[src/rtl/menu_pkg.sv]
// Shared definitions for the menu countdown timer: state encoding, BCD digit
// limits and the warning threshold.
package menu_pkg;

  typedef enum logic [1:0] {
    ST_IDLE  = 2'd0,
    ST_RUN   = 2'd1,
    ST_PAUSE = 2'd2,
    ST_DONE  = 2'd3
  } state_e;

  localparam int NUM_DIGITS = 4;

  localparam logic [3:0] ONES_MAX = 4'd9;
  localparam logic [3:0] TENS_MAX = 4'd5;

  localparam logic [15:0] WARN_THRESH = 16'h0010;

  // Nibble order matches time_bcd: {min_tens, min_ones, sec_tens, sec_ones}
  localparam logic [NUM_DIGITS-1:0][3:0] DIGIT_MAX = {TENS_MAX, ONES_MAX, TENS_MAX, ONES_MAX};

  function automatic logic [3:0] sat_digit(input logic [3:0] val, input logic [3:0] max_val);
    return (val > max_val) ? max_val : val;
  endfunction

endpackage

[src/rtl/menu_countdown_if.sv]
// Control/status bundle between the menu controller and the countdown timer.
interface menu_countdown_if;

  logic        tick_1s;
  logic        load;
  logic [15:0] load_bcd;
  logic        start;
  logic        pause;
  logic        clear;
  logic [15:0] time_bcd;
  logic        running;
  logic        warn;
  logic        done;
  logic        expired;

  modport master (
    output tick_1s, load, load_bcd, start, pause, clear,
    input  time_bcd, running, warn, done, expired
  );

  modport slave (
    input  tick_1s, load, load_bcd, start, pause, clear,
    output time_bcd, running, warn, done, expired
  );

endinterface

[src/rtl/bcd_digit_down.sv]
// One BCD down-counting digit; wraps to max_val when decremented at zero.
// borrow flags a zero digit, i.e. a decrement here must also borrow upstream.
module bcd_digit_down (
  input  logic       clk,
  input  logic       rst,
  input  logic       load,
  input  logic [3:0] load_val,
  input  logic       dec,
  input  logic [3:0] max_val,
  output logic [3:0] digit,
  output logic       borrow
);

  always_ff @(posedge clk) begin
    if (rst)       digit <= 4'd0;
    else if (load) digit <= load_val;
    else if (dec)  digit <= (digit == 4'd0) ? max_val : digit - 4'd1;
  end

  assign borrow = (digit == 4'd0);

endmodule

[src/rtl/menu_countdown.sv]
// MM:SS BCD countdown timer with load/start/pause/clear control, a low-time
// warning and a single-cycle done pulse on reaching 00:00.
module menu_countdown
  import menu_pkg::*;
#(
  parameter int TICK_DIV = 1
) (
  input  logic             clk,
  input  logic             rst,
  menu_countdown_if.slave  bus
);

  localparam logic [3:0] TICK_LAST = 4'(TICK_DIV - 1);

  state_e state, state_n;

  logic [3:0]                  tick_cnt;
  logic                        tick_clr, tick_inc;
  logic                        done_q, done_n;
  logic                        dig_load, dec;
  logic [15:0]                 load_val;
  logic [15:0]                 load_sat;
  logic [NUM_DIGITS-1:0]       en, borrow;
  logic [NUM_DIGITS-1:0][3:0]  digit;
  logic [15:0]                 time_val;
  logic                        time_zero, time_one, tick_wrap;

  genvar gi;
  generate
    for (gi = 0; gi < NUM_DIGITS; gi++) begin : g_dig
      bcd_digit_down u_dig (
        .clk      (clk),
        .rst      (rst),
        .load     (dig_load),
        .load_val (load_val[4*gi +: 4]),
        .dec      (en[gi]),
        .max_val  (DIGIT_MAX[gi]),
        .digit    (digit[gi]),
        .borrow   (borrow[gi])
      );
    end
  endgenerate

  assign time_val  = digit;
  assign time_zero = &borrow;
  assign time_one  = (time_val == 16'h0001);
  assign tick_wrap = (tick_cnt == TICK_LAST);

  // Borrow ripples upward only through digits that are currently zero
  always_comb begin
    en    = '0;
    en[0] = dec;
    for (int i = 1; i < NUM_DIGITS; i++) en[i] = en[i-1] & borrow[i-1];
  end

  always_comb begin
    load_sat = '0;
    for (int i = 0; i < NUM_DIGITS; i++)
      load_sat[4*i +: 4] = sat_digit(bus.load_bcd[4*i +: 4], DIGIT_MAX[i]);
  end

  always_comb begin
    state_n  = state;
    dig_load = 1'b0;
    load_val = '0;
    dec      = 1'b0;
    tick_clr = 1'b0;
    tick_inc = 1'b0;
    done_n   = 1'b0;
    if (bus.clear) begin
      dig_load = 1'b1;
      state_n  = ST_IDLE;
    end else if (bus.load) begin
      dig_load = 1'b1;
      load_val = load_sat;
      state_n  = ST_IDLE;
    end else if (bus.pause && state == ST_RUN) begin
      state_n = ST_PAUSE;
    end else if (bus.start && (state == ST_IDLE || state == ST_PAUSE)) begin
      if (time_zero) begin
        state_n = ST_DONE;
        done_n  = 1'b1;
      end else begin
        state_n  = ST_RUN;
        tick_clr = 1'b1;
      end
    end else if (state == ST_RUN && bus.tick_1s) begin
      if (!tick_wrap) begin
        tick_inc = 1'b1;
      end else if (!time_zero) begin
        tick_clr = 1'b1;
        dec      = 1'b1;
        if (time_one) begin
          state_n = ST_DONE;
          done_n  = 1'b1;
        end
      end
    end
  end

  always_ff @(posedge clk) begin
    if (rst) begin
      state    <= ST_IDLE;
      tick_cnt <= 4'd0;
      done_q   <= 1'b0;
    end else begin
      state  <= state_n;
      done_q <= done_n;
      if (tick_clr)      tick_cnt <= 4'd0;
      else if (tick_inc) tick_cnt <= tick_cnt + 4'd1;
    end
  end

  assign bus.time_bcd = time_val;
  assign bus.running  = (state == ST_RUN);
  assign bus.warn     = (state == ST_RUN) && (time_val <= WARN_THRESH);
  assign bus.expired  = (state == ST_DONE);
  assign bus.done     = done_q;

endmodule

[src/flat_wrapper.sv]
// flat-port wrapper written by rule: the top's interface ports become plain ports
module menu_countdown_flat import menu_pkg::*;
#(
  parameter int TICK_DIV = 1
)
  (clk, rst, bus_tick_1s, bus_load, bus_load_bcd, bus_start, bus_pause, bus_clear, bus_time_bcd, bus_running, bus_warn, bus_done, bus_expired);
  menu_countdown_if bus_i ();
  input  logic clk;
  input  logic rst;
  input wire logic [$bits(bus_i.tick_1s)-1:0] bus_tick_1s;
  input wire logic [$bits(bus_i.load)-1:0] bus_load;
  input wire logic [$bits(bus_i.load_bcd)-1:0] bus_load_bcd;
  input wire logic [$bits(bus_i.start)-1:0] bus_start;
  input wire logic [$bits(bus_i.pause)-1:0] bus_pause;
  input wire logic [$bits(bus_i.clear)-1:0] bus_clear;
  output wire logic [$bits(bus_i.time_bcd)-1:0] bus_time_bcd;
  output wire logic [$bits(bus_i.running)-1:0] bus_running;
  output wire logic [$bits(bus_i.warn)-1:0] bus_warn;
  output wire logic [$bits(bus_i.done)-1:0] bus_done;
  output wire logic [$bits(bus_i.expired)-1:0] bus_expired;
  assign bus_i.tick_1s = bus_tick_1s;
  assign bus_i.load = bus_load;
  assign bus_i.load_bcd = bus_load_bcd;
  assign bus_i.start = bus_start;
  assign bus_i.pause = bus_pause;
  assign bus_i.clear = bus_clear;
  assign bus_time_bcd = bus_i.time_bcd;
  assign bus_running = bus_i.running;
  assign bus_warn = bus_i.warn;
  assign bus_done = bus_i.done;
  assign bus_expired = bus_i.expired;
  menu_countdown #(.TICK_DIV(TICK_DIV)) u_core (.clk(clk), .rst(rst), .bus(bus_i));
endmodule
[config.mk]
export PLATFORM = sky130hd
export DESIGN_NAME = menu_countdown_flat
export DESIGN_NICKNAME = d
export VERILOG_FILES = /design/src/rtl/menu_pkg.sv /design/src/rtl/menu_countdown_if.sv /design/src/rtl/bcd_digit_down.sv /design/src/rtl/menu_countdown.sv /design/src/flat_wrapper.sv
export SDC_FILE = /design/constraint.sdc
export NUM_CORES = 1
export LEC_CHECK = 0
export CAP_MARGIN = 20
export CORE_MARGIN = 2
export CORE_UTILIZATION = 45
export DETAILED_ROUTE_END_ITERATION = 10
export GPL_TIMING_DRIVEN = 0
export PLACE_DENSITY = 0.74
export SLEW_MARGIN = 30
export SYNTH_ARGS = -nofsm -noshare
export SYNTH_HDL_FRONTEND = slang
export SYNTH_SLANG_ARGS = --single-unit
[constraint.sdc]
create_clock -name clk -period 2.2 [get_ports clk]
set_input_delay 0.44 -clock clk [delete_from_list [all_inputs] [get_ports clk]]
set_output_delay 0.44 -clock clk [all_outputs]
set_load 0.05 [all_outputs]
Word-level counts from Yosys, hierarchy flattened --
Index checks and enable logic that the tools add are counted.
Word-level totals: output and inout port bits 20, latch bits 0, memories kept 0, RAM bits 0, bits in registers 23, memory bits (read-only) 0, bits of input ports 23, word-level logic and storage cells 104
Cells by class: magnitude comparators 5, mux-type cells 50, div/mod/pow operators 0, shift operators 0, bitwise logic cells 3, $mul 0, add/sub/neg operators 5, equal/unequal tests 6, reductions and logical operators 27
Operator list (count):
- two-way mux 4 bit | 16
- two-way mux 16 bit | 2
- two-way mux 1 bit | 25
- zero test 4 bit | 5
- == test 16 x 1 -> 1 bit (second input constant) | 1
- <= comparator 16 x 5 -> 1 bit (second input constant) | 1
- subtractor 4 x 1 -> 4 bit (second input constant) | 4
- two-way mux 2 bit | 7
- nonzero test 2 bit | 7
- AND reduction 4 bit | 3
- nonzero test 3 bit | 3
- > comparator 4 x 3 -> 1 bit (second input constant) | 2
- > comparator 4 bit (second input constant) | 2
- adder 4 x 1 -> 4 bit (second input constant) | 1
- == test 2 bit (second input constant) | 2
- logical AND 1 bit | 4
- OR reduction 4 bit | 1
- AND 1 bit | 3
- inequality test 3 bit (second input constant) | 1
- OR reduction 3 bit | 1
- == test 2 x 1 -> 1 bit (second input constant) | 1
- zero test 2 bit | 1
- inequality test 2 bit (second input constant) | 1
- OR reduction 2 bit | 1
- logical OR 1 bit | 1

Logic depth before layout (Yosys ltp) --
word-level depth 14, gate-level depth with buffers 7, gate-level depth less buffers 7

By module --
From an unflattened synthesis, not the netlist that was laid out.
Second synthesis, totals: cells, all modules 226, area, all modules 1828.0 µm²
Modules (own cells, without submodules):
- bcd_digit_down | instances 4, sequential area each 80.1 µm², cells an instance 34, area each 287.8 µm²
- menu_countdown | instances 1, sequential area each 140.1 µm², cells an instance 90, area each 676.9 µm²

Least setup slack after synthesis --
Ideal clock, no wire load.
path kind flip-flop to flip-flop, from reg u_core.state[0], to reg u_core.g_dig[3].u_dig.digit[1], setup time 70 ps, setup slack -173 ps, period minus slack after synthesis 2373 ps, cell stages (with the launch flop) 6, data arrival time 2303 ps, required time 2130 ps, buffers on the path 0, cell sequence dfxtp_1 nor2b_1 nand3_1 a2111o_1 a211o_1 a21oi_1
On the way: cells in the longest elaborated chain, start to end 11, elaborated cells between the ends (all ways) 16, classes of those cells eq/ne: 2; mux: 5; bitwise: 3; reduce/logical: 6
RTL lines:
- start, declared | RTL line menu_countdown.sv:15 | state_e state, state_n;
- start signal, assigned | RTL line menu_countdown.sv:107 | state <= state_n;
- == test 2 x 1 -> 1 bit *
- net bus_running | RTL line flat_wrapper.sv:17 | output wire logic [$bits(bus_i.running)-1:0] bus_running;
- logical AND 1 bit | RTL line menu_countdown.sv:87 | end else if (state == ST_RUN && bus.tick_1s) begin
- two-way mux 1 bit | RTL line menu_countdown.sv:87
- two-way mux 1 bit | RTL line menu_countdown.sv:79 | end else if (bus.start && (state == ST_IDLE || state == ST_PAUSE)) begin
- two-way mux 1 bit * | RTL line menu_countdown.sv:77 | end else if (bus.pause && state == ST_RUN) begin
- two-way mux 1 bit * | RTL line menu_countdown.sv:73 | end else if (bus.load) begin
- two-way mux 1 bit * | RTL line menu_countdown.sv:70 | if (bus.clear) begin
- AND 1 bit * (3 in series) | RTL line menu_countdown.sv:53 | for (int i = 1; i < NUM_DIGITS; i++) en[i] = en[i-1] & borrow[i-1];
- nonzero test 2 bit (no line) *
- end signal, assigned | RTL line bcd_digit_down.sv:16 | else if (load) digit <= load_val;
- end signal, assigned | RTL line bcd_digit_down.sv:17 | else if (dec) digit <= (digit == 4'd0) ? max_val : digit - 4'd1;
- end, declared | RTL line bcd_digit_down.sv:10 | output logic [3:0] digit,
The timed path passes the listed nets; every way through them passes the cells marked *. A chain may end at the register's enable or synchronous reset.

Worst setup path after layout --
from reg u_core.g_dig[0].u_dig.digit[0], to out bus_warn
On the way: cells in the longest elaborated chain, start to end 2
RTL lines:
- start, declared | RTL line bcd_digit_down.sv:10
- start signal, assigned | RTL line bcd_digit_down.sv:16
- start signal, assigned | RTL line bcd_digit_down.sv:17
- <= comparator 16 x 5 -> 1 bit | RTL line menu_countdown.sv:116 | assign bus.warn = (state == ST_RUN) && (time_val <= WARN_THRESH);
- logical AND 1 bit | RTL line menu_countdown.sv:116
- end, declared | RTL line flat_wrapper.sv:18 | output wire logic [$bits(bus_i.warn)-1:0] bus_warn;
No other way between the ends.

==> impl_metrics.env <==
export IMPL_postLayoutCellArea_um2=2073
export IMPL_crit_start="u_core.g_dig[0].u_dig.digit[0]"
export IMPL_synth_area_leaders="dfxtp_1, nor2_1, nor4_4"
export IMPL_yosysWarningCount=0
export IMPL_tightest_slew_ps=710.2
export IMPL_fillers=290
export IMPL_yosysTopAreaCell="dfxtp_1"
export IMPL_hold_buffers=0
export IMPL_fmax_ghz=0.4551
export IMPL_worst_slack_ps=2.917
export IMPL_cts_max_level=1
export IMPL_p_int_mw=0.6134
export IMPL_endpoint_kind="output port"
export IMPL_powerDensity_nw_per_um2=448.6
export IMPL_report_final_slew_viol_count=0
export IMPL_yosysMostFrequentCell="dfxtp_1"
export IMPL_crit_type="reg -> out"
export IMPL_ioPinCount=43
export IMPL_grt_antenna_before_repair=0
export IMPL_post_route_drc_count=0
export IMPL_dr_pass1_iters=4
export IMPL_routed_wirelength_um=4240
export IMPL_min_from="bus_load"
export IMPL_row_count=20
export IMPL_viasPerCell=5.907
export IMPL_synthToLayoutAreaGrowth_pct=40.07
export IMPL_gp_congestion=0.8136
export IMPL_syn_inst=175
export IMPL_seqPwrFrac_pct=48.7
export IMPL_drive_above_1_share_pct=16.89
export IMPL_hold_violations=0
export IMPL_outcome="finished clean"
export IMPL_clkPwrFrac_pct=22.7
export IMPL_root_buffer="clkbuf_4"
export IMPL_start_util_pct=47.70
export IMPL_syn_nets=200
export IMPL_synth_edff_count=0
export IMPL_r2r_slack_ps=10
export IMPL_cts_buffers=3
export IMPL_p_sw_mw=0.3166
export IMPL_n_antenna_cell=0
export IMPL_netlist_top_cells_count="dfxtp_1, nor2_1, nand2_1, a21oi_1"
export IMPL_crit_end="bus_warn"
export IMPL_synth_top_cell_area_share_pct=31.11
export IMPL_worstPathMaxFanout=9
export IMPL_grt_usage_pct=24.05
export IMPL_grt_pass1_wl_um=6796
export IMPL_synth_area_um2=1480
export IMPL_io_buffer_count=41
export IMPL_grt_overflow_total=0
export IMPL_synth_flop_cell="dfxtp_1"
export IMPL_p_leak_nw=0.8069
export IMPL_synthDistinctLibCells=56
export IMPL_drt_iter0_markers=67
export IMPL_skew_ps=5.477
export IMPL_hold_class="in -> reg"
export IMPL_fin_cells=269
export IMPL_synth_async_reset_ratio_pct=0
export IMPL_design_core_area_um2=3103
export IMPL_cpMaxStageDelayCell="or4_4"
export IMPL_worstPathCellList="or4_4 > nand2_1 > and4b_2 > buf_8"
export IMPL_r2r_worst_path_cells=7
export IMPL_switching_share_pct=34.04
export IMPL_critPathMaxStageDelay_ps=540
export IMPL_rsz0062_at_grt="true"
export IMPL_cp_start_kind="flop"
export IMPL_cts_buffer_depth=2
export IMPL_path_buf_inv=1
export IMPL_crit_family="simple AND/OR/NAND/NOR gates"
export IMPL_cp_data_required_time_ps=1760
export IMPL_syn_avg_cell_area_um2=8.458
export IMPL_die_w_um=61.35
export IMPL_placedCellCount=260
export IMPL_grt_pass1_vias=1469
export IMPL_postRouteAntennaNets=0
export IMPL_place_ws_ps=-438.5
export IMPL_die_area_um2=3764
export IMPL_ys_ff_latch=23
export IMPL_dieHeight_um=61.35
export IMPL_cts_tree="done"
export IMPL_relSlewSlack_pct=52.48
export IMPL_wl_per_cell_um=15.76
export IMPL_hpwl_um=3117
export IMPL_worstReg2RegStart="u_core.tick_cnt[1]"
export IMPL_nets=251
export IMPL_period_share_pct=99.87
export IMPL_timing_max_cap_violations=0
export IMPL_path_depth=4
export IMPL_reg2reg_to="u_core.g_dig[0].u_dig.digit[1]"
export IMPL_clk_pin_slew_ps=140
export IMPL_dr_total_vias=1589
export IMPL_arrival_ps=1760
export IMPL_vdd_drop_max_mv=0.2249
export IMPL_clock_sinks=23
export IMPL_clkLatencyLatePin_ps=320
export IMPL_setup_viol=0
export IMPL_combPwrFrac_pct=28.6
export IMPL_period_needed_ps=2197
export IMPL_placed_area_um2=1949
export IMPL_ys_seq_area_share_pct=31.11
export IMPL_grt_max_degree=14
[power by group through the flow]
stage | Combinational, mW | Sequential, mW | Clock [mW]
after floorplan | 0.119 | 0.496 | 0
after global placement | 0.251 | 0.458 | 0
after detailed placement | 0.255 | 0.459 | 0
after CTS | 0.263 | 0.452 | 0.214
after global routing | 0.287 | 0.456 | 0.226
final | 0.266 | 0.453 | 0.211
[how the worst min path moves through the flow]
stage                                     end  cells after the start
2_1_floorplan              u_core.tick_cnt[3]                      2
3_3_place_gp   u_core.g_dig[3].u_dig.digit[3]                      1
3_5_place_dp   u_core.g_dig[3].u_dig.digit[3]                      1
4_1_cts        u_core.g_dig[2].u_dig.digit[1]                      3
5_1_grt        u_core.g_dig[2].u_dig.digit[1]                      3
6_report       u_core.g_dig[2].u_dig.digit[1]                      3
[per-layer routing]
metal | vias to the layer above | part of all wire (%) | global-route usage, %
met5 | - | 0 | 0
met4 | 0 | 0.54 | 6.991
met3 | 4 | 6.0 | 2.731
met2 | 63 | 47 | 39.51
met1 | 749 | 47 | 33.38
li1 | 773 | - | -
[registers in the layout, summed over array words and instances, names as in the netlist]
| signal | flops |
|---|---|
| u_core.bus.done | 1 |
| u_core.g_dig.u_dig.digit | 16 |
| u_core.state | 2 |
| u_core.tick_cnt | 4 |
[per-stage QoR]
| step | hold slack, ps | utilization (%) | total power [mW] | TNS, ps |
|---|---|---|---|---|
| 3_3_place_gp | 485.6 | 62.82 | 0.7093 | -2563 |
| 4_1_cts | 422.4 | 64.60 | 0.9296 | -5.793 |
| 5_1_grt | 464.3 | 66.81 | 0.9682 | -297.6 |
| 3_5_place_dp | 486.0 | 62.82 | 0.7139 | -2955 |
| 2_1_floorplan | 496.5 | - | 0.6145 | 0 |
| 6_report | 436.5 | 66.81 | 0.9300 | 0 |
[cell type report]
class / instances / area, um2 / area share, %
Tap cell: 44 / 55.05 / 2.655
Clock inverter: 1 / 5.005 / 0.2414
Buffer: 6 / 37.54 / 1.810
Sequential cell: 23 / 467.9 / 22.57
Multi-Input combinational cell: 139 / 996.0 / 48.04
Inverter: 6 / 22.52 / 1.086
Timing Repair Buffer: 47 / 466.7 / 22.51
Clock buffer: 3 / 22.52 / 1.086
[worst min-delay path: cells and delay by family]
kind            cells  cell delay (ps)
buf+inv             1              100
compound gates      1               70
simple gates        1              100
[cell usage in the layout, fill, tap and decap left out, types with 3 or more instances in the layout]
| master | synthesis | routed |
|---|---|---|
| xor2_1 | 5 | 5 |
| o31ai_1 | 3 | 3 |
| dlymetal6s2s_1 | 0 | 3 |
| or2_2 | 3 | 3 |
| nor4_4 | 3 | 3 |
| clkbuf_1 | 4 | 4 |
| inv_1 | 6 | 4 |
| buf_4 | 0 | 6 |
| dfxtp_2 | 0 | 3 |
| nand2_1 | 14 | 14 |
| clkbuf_4 | 0 | 3 |
| nor2_1 | 18 | 18 |
| a21oi_1 | 12 | 12 |
| or3_1 | 4 | 4 |
| nand3_1 | 7 | 7 |
| nor3_1 | 4 | 3 |
| o21ai_0 | 7 | 7 |
| a31oi_1 | 4 | 4 |
| clkdlybuf4s50_1 | 0 | 36 |
| dfxtp_1 | 23 | 19 |
[kinds of logic after synthesis]
kind of cell,after synthesis,synth area share [%]
AOI/OAI and AO/OA,53,26.54
and+or+nand+nor,75,30.77
adders and majority gates,2,1.690
buffers and inverters,13,4.395
DFF,23,31.11
muxes,2,1.353
xor gates and xnor gates,7,4.142
[what timing repair did]
action,4_1_cts,5_1_grt
setup endpoints to repair,2,13
cloned,0,0
pin swaps,2,5
gates resized for setup,14,12
buffers inserted,2,4
Power figures use the tool's default switching activity.
